==> config.mk <==
export PLATFORM = sky130hd
export DESIGN_NAME = alu_pipe
export DESIGN_NICKNAME = d
export VERILOG_FILES = /design/src/rtl/alu_pipe_pkg.sv /design/src/rtl/alu_pipe_core.sv /design/src/rtl/alu_pipe.sv
export SDC_FILE = /design/constraint.sdc
export NUM_CORES = 1
export LEC_CHECK = 0
export ABC_CLOCK_PERIOD_IN_PS = 3500
export BUFFER_PORTS_ARGS = -buffer_cell sky130_fd_sc_hd__buf_2
export CORE_UTILIZATION = 54
export DETAILED_ROUTE_END_ITERATION = 6
export PLACE_DENSITY = 0.77
export SYNTH_ARGS = -nofsm -noshare
export SYNTH_HDL_FRONTEND = slang
export SYNTH_HIERARCHICAL = 1
export SYNTH_SLANG_ARGS = --single-unit
==> constraint.sdc <==
create_clock -name clk -period 3.5 [get_ports clk]
set_clock_uncertainty 0.05 [all_clocks]
set_input_delay 0.35 -clock clk [delete_from_list [all_inputs] [get_ports clk]]
set_output_delay 0.35 -clock clk [all_outputs]
set_load 0.02 [all_outputs]
==> src/rtl/alu_pipe_pkg.sv <==
// Shared types for the pipelined ALU: opcode encoding and result flag bundle.
package alu_pipe_pkg;

  localparam int OP_W = 4;

  typedef enum logic [OP_W-1:0] {
    OP_ADD   = 4'h0,
    OP_SUB   = 4'h1,
    OP_AND   = 4'h2,
    OP_OR    = 4'h3,
    OP_XOR   = 4'h4,
    OP_NOT   = 4'h5,
    OP_SHL   = 4'h6,
    OP_SHR   = 4'h7,
    OP_ADC   = 4'h8,
    OP_SBC   = 4'h9,
    OP_ROL   = 4'hA,
    OP_ROR   = 4'hB,
    OP_ASR   = 4'hC,
    OP_CMP   = 4'hD,
    OP_PASSB = 4'hE,
    OP_ILL   = 4'hF
  } alu_op_e;

  typedef struct packed {
    logic carry;
    logic negative;
    logic zero;
    logic overflow;
    logic illegal;
  } alu_flags_t;

endpackage

==> src/rtl/alu_pipe_core.sv <==
// Combinational ALU datapath: one shared (WIDTH+1)-bit adder and subtractor,
// shifts/rotates, and flag generation.
module alu_core
  import alu_pipe_pkg::*;
#(
  parameter int WIDTH = 8
) (
  input  logic [WIDTH-1:0] i_a,
  input  logic [WIDTH-1:0] i_b,
  input  alu_op_e          i_op,
  input  logic             i_cin,
  output logic [WIDTH-1:0] o_result,
  output alu_flags_t       o_flags
);

  localparam int MSB = WIDTH - 1;

  logic [WIDTH:0]   w_sum;
  logic [WIDTH:0]   w_diff;
  logic             w_add_cin;
  logic             w_sub_bin;
  logic             w_add_ov;
  logic             w_sub_ov;
  logic [WIDTH-1:0] w_nz;

  // Carry-in only for ADC; SBC borrows when the previous carry is clear.
  assign w_add_cin = (i_op == OP_ADC) && i_cin;
  assign w_sub_bin = (i_op == OP_SBC) && !i_cin;

  assign w_sum  = {1'b0, i_a} + {1'b0, i_b} + {{WIDTH{1'b0}}, w_add_cin};
  assign w_diff = {1'b0, i_a} - {1'b0, i_b} - {{WIDTH{1'b0}}, w_sub_bin};

  assign w_add_ov = (i_a[MSB] == i_b[MSB]) && (w_sum[MSB]  != i_a[MSB]);
  assign w_sub_ov = (i_a[MSB] != i_b[MSB]) && (w_diff[MSB] != i_a[MSB]);

  always_comb begin
    o_result = '0;
    o_flags  = '0;
    w_nz     = '0;
    case (i_op)
      OP_ADD, OP_ADC: begin
        o_result         = w_sum[MSB:0];
        o_flags.carry    = w_sum[WIDTH];
        o_flags.overflow = w_add_ov;
      end
      OP_SUB, OP_SBC, OP_CMP: begin
        o_result         = (i_op == OP_CMP) ? i_a : w_diff[MSB:0];
        o_flags.carry    = ~w_diff[WIDTH];
        o_flags.overflow = w_sub_ov;
      end
      OP_AND:   o_result = i_a & i_b;
      OP_OR:    o_result = i_a | i_b;
      OP_XOR:   o_result = i_a ^ i_b;
      OP_NOT:   o_result = ~i_a;
      OP_SHL: begin
        o_result      = {i_a[MSB-1:0], 1'b0};
        o_flags.carry = i_a[MSB];
      end
      OP_SHR: begin
        o_result      = {1'b0, i_a[MSB:1]};
        o_flags.carry = i_a[0];
      end
      OP_ROL: begin
        o_result      = {i_a[MSB-1:0], i_a[MSB]};
        o_flags.carry = i_a[MSB];
      end
      OP_ROR: begin
        o_result      = {i_a[0], i_a[MSB:1]};
        o_flags.carry = i_a[0];
      end
      OP_ASR: begin
        o_result      = {i_a[MSB], i_a[MSB:1]};
        o_flags.carry = i_a[0];
      end
      OP_PASSB: o_result = i_b;
      OP_ILL:   o_flags.illegal = 1'b1;
      default:  o_result = '0;
    endcase
    // CMP reports N/Z of the difference while passing A through unchanged.
    w_nz             = (i_op == OP_CMP) ? w_diff[MSB:0] : o_result;
    o_flags.negative = w_nz[MSB];
    o_flags.zero     = (w_nz == '0);
  end

endmodule

==> src/rtl/alu_pipe.sv <==
// Two-stage valid/ready ALU pipeline: operand register, combinational compute,
// output register. Owns the running carry used by ADC/SBC.
module alu_pipe
  import alu_pipe_pkg::*;
#(
  parameter int WIDTH = 8
) (
  input  logic             clk,
  input  logic             rst,
  input  logic             in_valid,
  output logic             in_ready,
  input  logic [WIDTH-1:0] in_a,
  input  logic [WIDTH-1:0] in_b,
  input  logic [OP_W-1:0]  in_op,
  output logic             out_valid,
  input  logic             out_ready,
  output logic [WIDTH-1:0] out_result,
  output logic             out_carry,
  output logic             out_negative,
  output logic             out_zero,
  output logic             out_overflow,
  output logic             out_illegal
);

  logic             r_s0_valid;
  logic [WIDTH-1:0] r_a;
  logic [WIDTH-1:0] r_b;
  alu_op_e          r_op;
  logic             r_cflag;
  logic             r_out_valid;
  logic [WIDTH-1:0] r_result;
  alu_flags_t       r_flags;

  logic             w_adv;
  logic             w_accept;
  logic             w_xfer;
  logic [WIDTH-1:0] w_result;
  alu_flags_t       w_flags;

  assign w_adv    = !r_out_valid || out_ready;
  assign in_ready = !r_s0_valid || w_adv;
  assign w_accept = in_valid && in_ready;
  assign w_xfer   = r_s0_valid && w_adv;

  alu_core #(.WIDTH(WIDTH)) u_core (
    .i_a      (r_a),
    .i_b      (r_b),
    .i_op     (r_op),
    .i_cin    (r_cflag),
    .o_result (w_result),
    .o_flags  (w_flags)
  );

  always_ff @(posedge clk) begin
    if (rst) begin
      r_s0_valid  <= 1'b0;
      r_a         <= '0;
      r_b         <= '0;
      r_op        <= OP_ADD;
      r_cflag     <= 1'b0;
      r_out_valid <= 1'b0;
      r_result    <= '0;
      r_flags     <= '0;
    end else begin
      if (w_accept) begin
        r_a  <= in_a;
        r_b  <= in_b;
        r_op <= alu_op_e'(in_op);
      end

      if (w_accept)
        r_s0_valid <= 1'b1;
      else if (w_xfer)
        r_s0_valid <= 1'b0;

      // Carry advances in issue order; an illegal op leaves it untouched.
      if (w_xfer) begin
        r_out_valid <= 1'b1;
        r_result    <= w_result;
        r_flags     <= w_flags;
        if (!w_flags.illegal)
          r_cflag <= w_flags.carry;
      end else if (out_ready) begin
        r_out_valid <= 1'b0;
      end
    end
  end

  assign out_valid    = r_out_valid;
  assign out_result   = r_result;
  assign out_carry    = r_flags.carry;
  assign out_negative = r_flags.negative;
  assign out_zero     = r_flags.zero;
  assign out_overflow = r_flags.overflow;
  assign out_illegal  = r_flags.illegal;

endmodule

After elaboration in Yosys (flattened, before gate mapping)
Index checks and enable logic that the tools add are counted.
Word-level totals
  word-level logic and storage cells: 71
  flip-flop bits (word level): 36
  output and inout bits: 15
Cells by class
  add/subtract/negate cells: 4
  reductions and logical operators: 20
  muxes and demuxes: 10
  bitwise logic cells: 6
  eq/ne operators: 19
Operators by type and width (number)
  case mux 8 bit (12 select lines): 1
  == test 4 bit (second input constant): 8
  == test 4 x 3 -> 1 bit (second input constant): 4
  2-to-1 mux 8 bit: 2
  adder 8 x 8 -> 9 bit: 1
  adder 9 x 1 -> 9 bit: 1
  subtractor 8 x 8 -> 9 bit: 1
  subtractor 9 x 1 -> 9 bit: 1
  bitwise AND 8 bit: 1
  == test 4 x 2 -> 1 bit (second input constant): 2
  logical NOT 8 bit: 1
  NOT 8 bit: 1
  bitwise OR 8 bit: 1
  bitwise XOR 8 bit: 1
  logical AND 1 bit: 6
  OR reduction 3 bit: 2
  2-to-1 mux 1 bit: 5
  == test 4 x 1 -> 1 bit (second input constant): 1
  logical NOT 4 bit: 1
  case mux 1 bit (4 select lines): 1
  nonzero test 2 bit: 2
  OR reduction 2 bit: 2
  logical NOT 1 bit: 3
  != test 1 bit: 3
  5 further kinds: 7

Depth between registers and ports, before layout
Gate-level depths: netlist (run 1).
  word-level depth: 7
  depth in mapped cells: 16
  gate-level depth less buffers: 15

Hierarchy
Netlist (run 1), hierarchy kept.
Modules (own cells, without submodules)
  alu_core: area an instance 1980.6 um2, instances 1, cells an instance 277
  alu_pipe: area an instance 1516.5 um2, instances 1, cells an instance 159

Worst setup path after synthesis (run 1)
No wires, ideal clock.
  path kind: register -> register
  from: register r_op[3]
  to: register r_flags (netlist bit out_zero)
  setup time: 70 ps
  required time: 3380 ps
  period minus slack after synthesis: 3450 ps
  cell stages (with the launch flop): 15
  data arrival time: 3331 ps
  setup slack: 50 ps
  path through: dfxtp_1 -> buf_2 -> nand2_1 -> or3_1 -> fa_1 -> fa_1 -> o21ai_1 -> a211oi_1 -> xor2_1 -> nor2b_1 -> or4_4 -> nor3_2 -> o221a_1 -> nand3_1 -> a21oi_1
RTL lines
  start, declared: RTL line alu_pipe.sv:28  | alu_op_e r_op;
  start signal, assigned: RTL line alu_pipe.sv:68  | r_op <= alu_op_e'(in_op);
  end signal, assigned: RTL line alu_pipe.sv:80  | r_flags <= w_flags;
  end, declared: RTL line alu_pipe.sv:32  | alu_flags_t r_flags;

==> results of run 1 <==
## path summary, 6_finish.rpt
check / to / slack (ns) / cells after the start
setup / recovery: out_zero / 0.11 / 13
hold / removal: r_s0_valid / 0.23 / 3
setup reg to reg: out_zero / 0.11 / 13
hold reg to reg: out_result[3] / 0.42 / 2
## state kept, by name, indices dropped and copies added (netlist names)
register and count:
out_carry 1, r_s0_valid 1, r_a 8, out_result 8, out_zero 1, r_cflag 1
r_op 4, r_b 8, out_overflow 1, out_illegal 1, out_valid 1, out_negative 1
## through the flow
step                cells  utilization, %  area (sq um)  TNS, ns
finish                552            64.6          3940        0
global placement      539            61.6          3750        0
floorplan             436               -          3500        0
detailed placement    539            61.6          3750        0
CTS                   547            63.1          3850        0
global route          552            64.6          3940  -0.0746
## power by group through the flow
stage                     combinational [mW]  clock [mW]  sequential [mW]
after floorplan                        0.354           0            0.474
after global placement                 0.473           0            0.467
after detailed placement               0.481           0            0.468
after CTS                              0.483       0.328            0.459
after global routing                   0.564       0.341            0.464
final                                  0.521       0.317            0.461
## metal layers
metal	vias to the layer above	wire, um	GRT usage [%]
met5	-	0	0
met4	0	436	17.4
met3	30	761	5.49
met2	179	4430	45.0
met1	1618	4370	41.3
li1	1646	-	-
## Yosys cell counts (8+ instances only)
master	count	area [sq um]
a21oi_1	30	150
a211oi_1	8	60.1
o21ai_0	28	140
inv_1	26	97.6
xnor2_1	10	87.6
nand2b_1	48	300
dfxtp_1	36	721
nand3_1	15	75.1
nor2_1	20	75.1
buf_2	17	85.1
o22ai_1	9	56.3
ha_1	30	375
nand2_1	17	63.8
mux2i_1	26	260
## final cells by class
cell class | count | area, sq um | area share (%)
multi-input combinational | 343 | 2540 | 64.6
clock buffer | 7 | 86.3 | 2.19
inverter | 28 | 105 | 2.67
sequential | 36 | 726 | 18.4
tap | 75 | 93.8 | 2.38
clock inverter | 1 | 7.51 | 0.191
timing repair buffer | 62 | 374 | 9.50
## what timing repair did
action | 4_1_cts | 5_1_grt
endpoints found under the setup margin | 0 | 3
resized for setup | 0 | 19
setup buffers | 0 | 5
## cell families (layout without fill, tap and decap cells)
| group | Yosys count | in the layout | synth area share, % |
|---|---|---|---|
| AND/OR/NAND/NOR | 143 | 143 | 23.8 |
| multiplexers | 26 | 26 | 7.44 |
| flip-flops | 36 | 36 | 20.6 |
| buffers and inverters | 57 | 98 | 7.91 |
| XOR/XNOR | 16 | 16 | 4.01 |
| AO/OA/AOI/OAI | 124 | 124 | 23.3 |
| adder cells (fa/ha/maj) | 34 | 34 | 13.0 |
## worst max-delay path, stage by stage (launching register included)
cell,delay [ns]
dfxtp_2,0.34
nand2b_1,0.18
or3_4,0.36
fa_2,0.37
fa_2,0.36
o21ai_2,0.15
nand2b_1,0.11
xnor2_2,0.16
o32ai_1,0.11
or4_4,0.54
nor3_2,0.18
o221a_1,0.20
nand3_1,0.06
a21oi_1,0.16
==> results.py, run 1 <==
metrics = {
    "timing": {
        "grt_setup_unrepaired": "true",
        "tightest_slew_ns": 0.709,
        "max_slew_margin_pct": 52.7,
        "fin_ws_ns": 0.107,
        "hold_viol": 0,
        "slew_viol_final": 0,
        "fmax_ghz": 0.295,
        "period_needed_ns": 3.39,
        "hold-worst-slack_ns": 0.232,
        "setup_viol": 0,
        "fin_crit_sh_pct": 96.9,
    },
    "logic_synthesis": {
        "synth_nets": 494,
        "synth_ff_type": "dfxtp_1",
        "syn-cell-area_sq_mm": 0.00350,
        "syn_area_per_cell_sq_um": 8.02,
        "seq_area_frac_synth_pct": 20.6,
        "synthDistinctLibCells": 66,
        "synthCells": 436,
        "ys_seq_elements": 36,
        "yosys_warnings": 6,
        "synth_edf_count": 0,
        "async_reset_ff_share_pct": 0,
    },
    "cells_and_area": {
        "drive_gt1_share_pct": 20.5,
        "diodes": 0,
        "layout_commonest_cell": "nand2b_1",
        "n_fill_cell": 551,
        "final_cell_mix": "nand2b_1, buf_2, dfxtp_1",
        "nNetsFinal": 534,
        "syn_to_final_growth_pct": 12.6,
    },
    "drt": {
        "via_count": 3473,
        "drc": 0,
        "ant_nets": 0,
        "via_per_inst": 6.29,
        "wl_per_cell_um": 18.1,
        "routed_wl_um": 10000,
        "dr.pass1.iters": 5,
        "drtIter0Drc": 326,
    },
    "critical_path": {
        "required_ns": 3.67,
        "start_kind": "register",
        "worstSetupPathType": "reg2reg",
        "crit_fanout": 3,
        "end_kind": "register",
        "r2r-start": "r_op[1]",
        "cp.arrival_ns": 3.56,
        "crit_path_start": "r_op[1]",
    },
    "floorplanning": {
        "initial_core_util_pct": 57.4,
        "die_area_sq_mm": 0.00680,
        "die_h_um": 82.5,
        "core_area_sq_mm": 0.00610,
        "dieWidth_um": 82.5,
        "io_pins": 39,
        "rows": 28,
    },
    "power": {
        "swShare_pct": 36.4,
        "peakVddDrop_v": 0.000307,
        "p_leak_nw": 1.61,
        "p_sw_mw": 0.473,
        "clkPwrFrac_pct": 24.4,
        "powerDensity_mw_per_mm2": 330,
        "pwr-share-comb_pct": 40.1,
        "pwr-share-seq_pct": 35.5,
        "finalPower_mw": 1.30,
        "intPower_mw": 0.825,
    },
    "grt": {
        "antenna_found_initial": 0,
        "overflow": 0,
        "track_usage_pct": 30.5,
        "grt_max_degree": 57,
        "grt_pass1_wl_um": 15300,
        "grt_pass1_vias": 3032,
    },
    "min_path": {
        "hp-start": "in_valid",
        "hp-class": "in2reg",
    },
    "placement": {
        "dp_slack_ns": 0.0259,
        "dp_hpwl_um": 7390,
        "portBuffers": 38,
        "routabilityCongestion": 1.03,
    },
    "clock_tree": {
        "cts_made_buffers": 5,
        "cts_max_level": 2,
        "cts.clk_slew.worst_paths_ns": 0.07,
        "hold_buffers": 0,
        "cts_tree": "built",
        "cts-root-buf": "clkbuf_8",
        "clk_latency_ns": 0.30,
        "cts_buffer_depth": 2,
        "cts_sinks": 36,
    },
    "run": {
        "maxCapViolations": 0,
    },
    "status": {
        "status": "finished, final reports clean",
    },
}
(Power assumes the default switching activity.)
==> run 2: changes to the inputs <==
- ABC_AREA: not set -> 1
- GPL_ROUTABILITY_DRIVEN: not set -> 0
- PLACE_DENSITY: 0.77 -> 0.78
==> results.py, run 2 <==
metrics = {
    "logic_synthesis": {
        "syn-cell-area_sq_mm": 0.00341,
        "async_reset_ff_share_pct": 0,
        "synth_common_cells": "nand2_1, nor2_1, inv_1",
        "synth_nets": 640,
        "seq_area_frac_synth_pct": 21.1,
        "synth.most_common_cell": "nand2_1",
        "synth_edf_count": 0,
        "yosys_warnings": 6,
        "synthTopCellsByArea": "dfxtp_1, nand2_1, ha_1",
        "syn_area_per_cell_sq_um": 5.86,
        "synth_top_area_share_pct": 21.1,
        "synth_top_area_cell": "dfxtp_1",
        "synthCells": 582,
        "synth_ff_type": "dfxtp_1",
        "ys_seq_elements": 36,
        "synthDistinctLibCells": 32,
    },
    "cells_and_area": {
        "final_cells": 688,
        "layout_commonest_cell": "nand2_1",
        "nNetsFinal": 670,
        "diodes": 0,
        "final_cell_mix": "nand2_1, nor2_1, inv_1",
        "regArea_sq_um": 721,
        "syn_to_final_growth_pct": 8.74,
        "n_fill_cell": 636,
        "drive_gt1_share_pct": 9.95,
        "multiInputGateArea_sq_mm": 0.00225,
    },
    "timing": {
        "max_slew_margin_pct": 40.6,
        "setup_viol": 0,
        "tns_ns": 0,
        "fin_crit_sh_pct": 90.8,
        "fin_ws_ns": 0.324,
        "grt_setup_unrepaired": "false",
        "period_needed_ns": 3.18,
        "tightest_slew_ns": 0.890,
        "fmax_ghz": 0.315,
        "hold_viol": 0,
        "slew_viol_final": 0,
    },
    "grt": {
        "grt_pass1_vias": 3232,
        "antenna_found_initial": 0,
        "top_usage_layer": "met2",
        "grt_pass1_wl_um": 15000,
        "grt_max_degree": 43,
        "use_met2_pct": 48.8,
        "grtUsageMet3_pct": 4.56,
        "use_met1_pct": 39.6,
        "track_usage_pct": 29.7,
        "overflow": 0,
    },
    "critical_path": {
        "required_ns": 3.68,
        "crit_fanout": 7,
        "start_kind": "register",
        "end_kind": "register",
        "worstSetupPathType": "reg2reg",
        "cp.arrival_ns": 3.35,
    },
    "power": {
        "peakVddDrop_v": 0.000309,
        "p_leak_nw": 2.03,
        "powerDensity_mw_per_mm2": 345,
    },
    "floorplanning": {
        "rows": 28,
        "dieWidth_um": 81.4,
        "die_area_sq_mm": 0.00663,
        "die_h_um": 81.4,
        "io_pins": 39,
        "initial_core_util_pct": 56.9,
        "core_area_sq_mm": 0.00599,
    },
    "drt": {
        "via_count": 3748,
        "drtIter0Drc": 488,
        "wl_per_cell_um": 13.2,
        "routed_wl_um": 9070,
        "drc": 0,
        "via_per_inst": 5.45,
        "dr.pass1.iters": 6,
        "ant_nets": 0,
    },
    "clock_tree": {
        "cts.clk_slew.worst_paths_ns": 0.07,
        "hold_buffers": 0,
        "cts_tree": "built",
        "cts_sinks": 36,
        "cts_resized": 0,
        "cts-root-buf": "clkbuf_8",
        "clk_latency_ns": 0.29,
        "cts_max_level": 2,
        "cts_setup_buffers": 0,
        "cts_buffer_depth": 2,
        "cts_made_buffers": 5,
    },
    "placement": {
        "portBuffers": 38,
        "dp_cells": 680,
        "dp_slack_ns": 0.362,
        "dp_hpwl_um": 7140,
    },
    "status": {
        "status": "finished, final reports clean",
    },
    "run": {
        "maxCapViolations": 0,
    },
    "min_path": {
        "hp-class": "in2reg",
    },
}
[run 2: changes by cell type after synthesis, moves of 26 or more]
cell	previous run	this run
nand2b_1	48	0
inv_1	26	84
mux2i_1	26	0
nand3_1	15	61
nand2_1	17	150
nor2_1	20	96
[run 2: path summary, 6_finish.rpt]
| check | start | to | slack [ns] | cells past startpoint |
|---|---|---|---|---|
| hold reg to reg | out_illegal | out_illegal | 0.42 | 2 |
| hold / removal | rst | r_s0_valid | 0.19 | 2 |
| setup / recovery | r_op[2] | r_cflag | 0.32 | 21 |
| setup reg to reg | r_op[2] | r_cflag | 0.32 | 21 |
[run 2: per-stage QoR]
step | utilization [%] | cell area, sq um | total power, mW | hold slack, ns
after floorplan | - | 3410 | 0.841 | 0.369
final | 61.9 | 3710 | 1.28 | 0.187
after global routing | 61.9 | 3710 | 1.37 | 0.193
after detailed placement | 60.3 | 3610 | 0.964 | 0.406
after global placement | 60.3 | 3610 | 0.951 | 0.395
after CTS | 61.9 | 3710 | 1.28 | 0.178
[run 2: where the power goes]
| part | switching [mW] | total, mW | internal [mW] | leakage (nW) |
|---|---|---|---|---|
| registers | 0.0345 | 0.475 | 0.440 | 0.298 |
| clock network | 0.154 | 0.314 | 0.160 | 0.0445 |
| logic | 0.317 | 0.491 | 0.173 | 1.69 |
[run 2: routing by layer]
metal / vias to the layer above / part of all wire (%)
met2: 191 / 46
li1: 1891 / -
met3: 20 / 7.4
met5: - / 0
met1: 1646 / 45
met4: 0 / 2.1
[run 2: area by class of cell]
| cell class | count | share of cell area [%] |
|---|---|---|
| multi-input cells | 439 | 60.8 |
| flip-flops and latches | 36 | 19.4 |
| inverters | 90 | 9.12 |
| repair buffers | 40 | 5.54 |
| well taps | 75 | 2.53 |
| clock buffers | 7 | 2.33 |
| clock inverters | 1 | 0.203 |
[run 2: worst max-delay path: stages, from the launching register on]
cell      delay (ns)
dfxtp_1         0.37
inv_1           0.18
nand2_1         0.13
nor2_1          0.11
nand2_1         0.10
fa_1            0.42
fa_1            0.40
inv_1           0.07
nand2_1         0.07
nand2_1         0.07
nand2_1         0.07
nand2_1         0.08
nand2_1         0.05
nand2_1         0.07
nand2_1         0.08
a21oi_1         0.18
xor2_1          0.09
o21bai_1        0.19
inv_1           0.07
nand4_1         0.09
nand2_1         0.05
nor2_1          0.11
[run 2: cell families after synthesis]
group | Yosys count | synth area share (%)
flip-flops | 36 | 21.1
AND/OR/NAND/NOR | 331 | 40.8
buffers and inverters | 107 | 12.7
adder cells (fa/ha/maj) | 34 | 13.4
AO/OA/AOI/OAI | 69 | 10.7
XOR/XNOR | 5 | 1.28
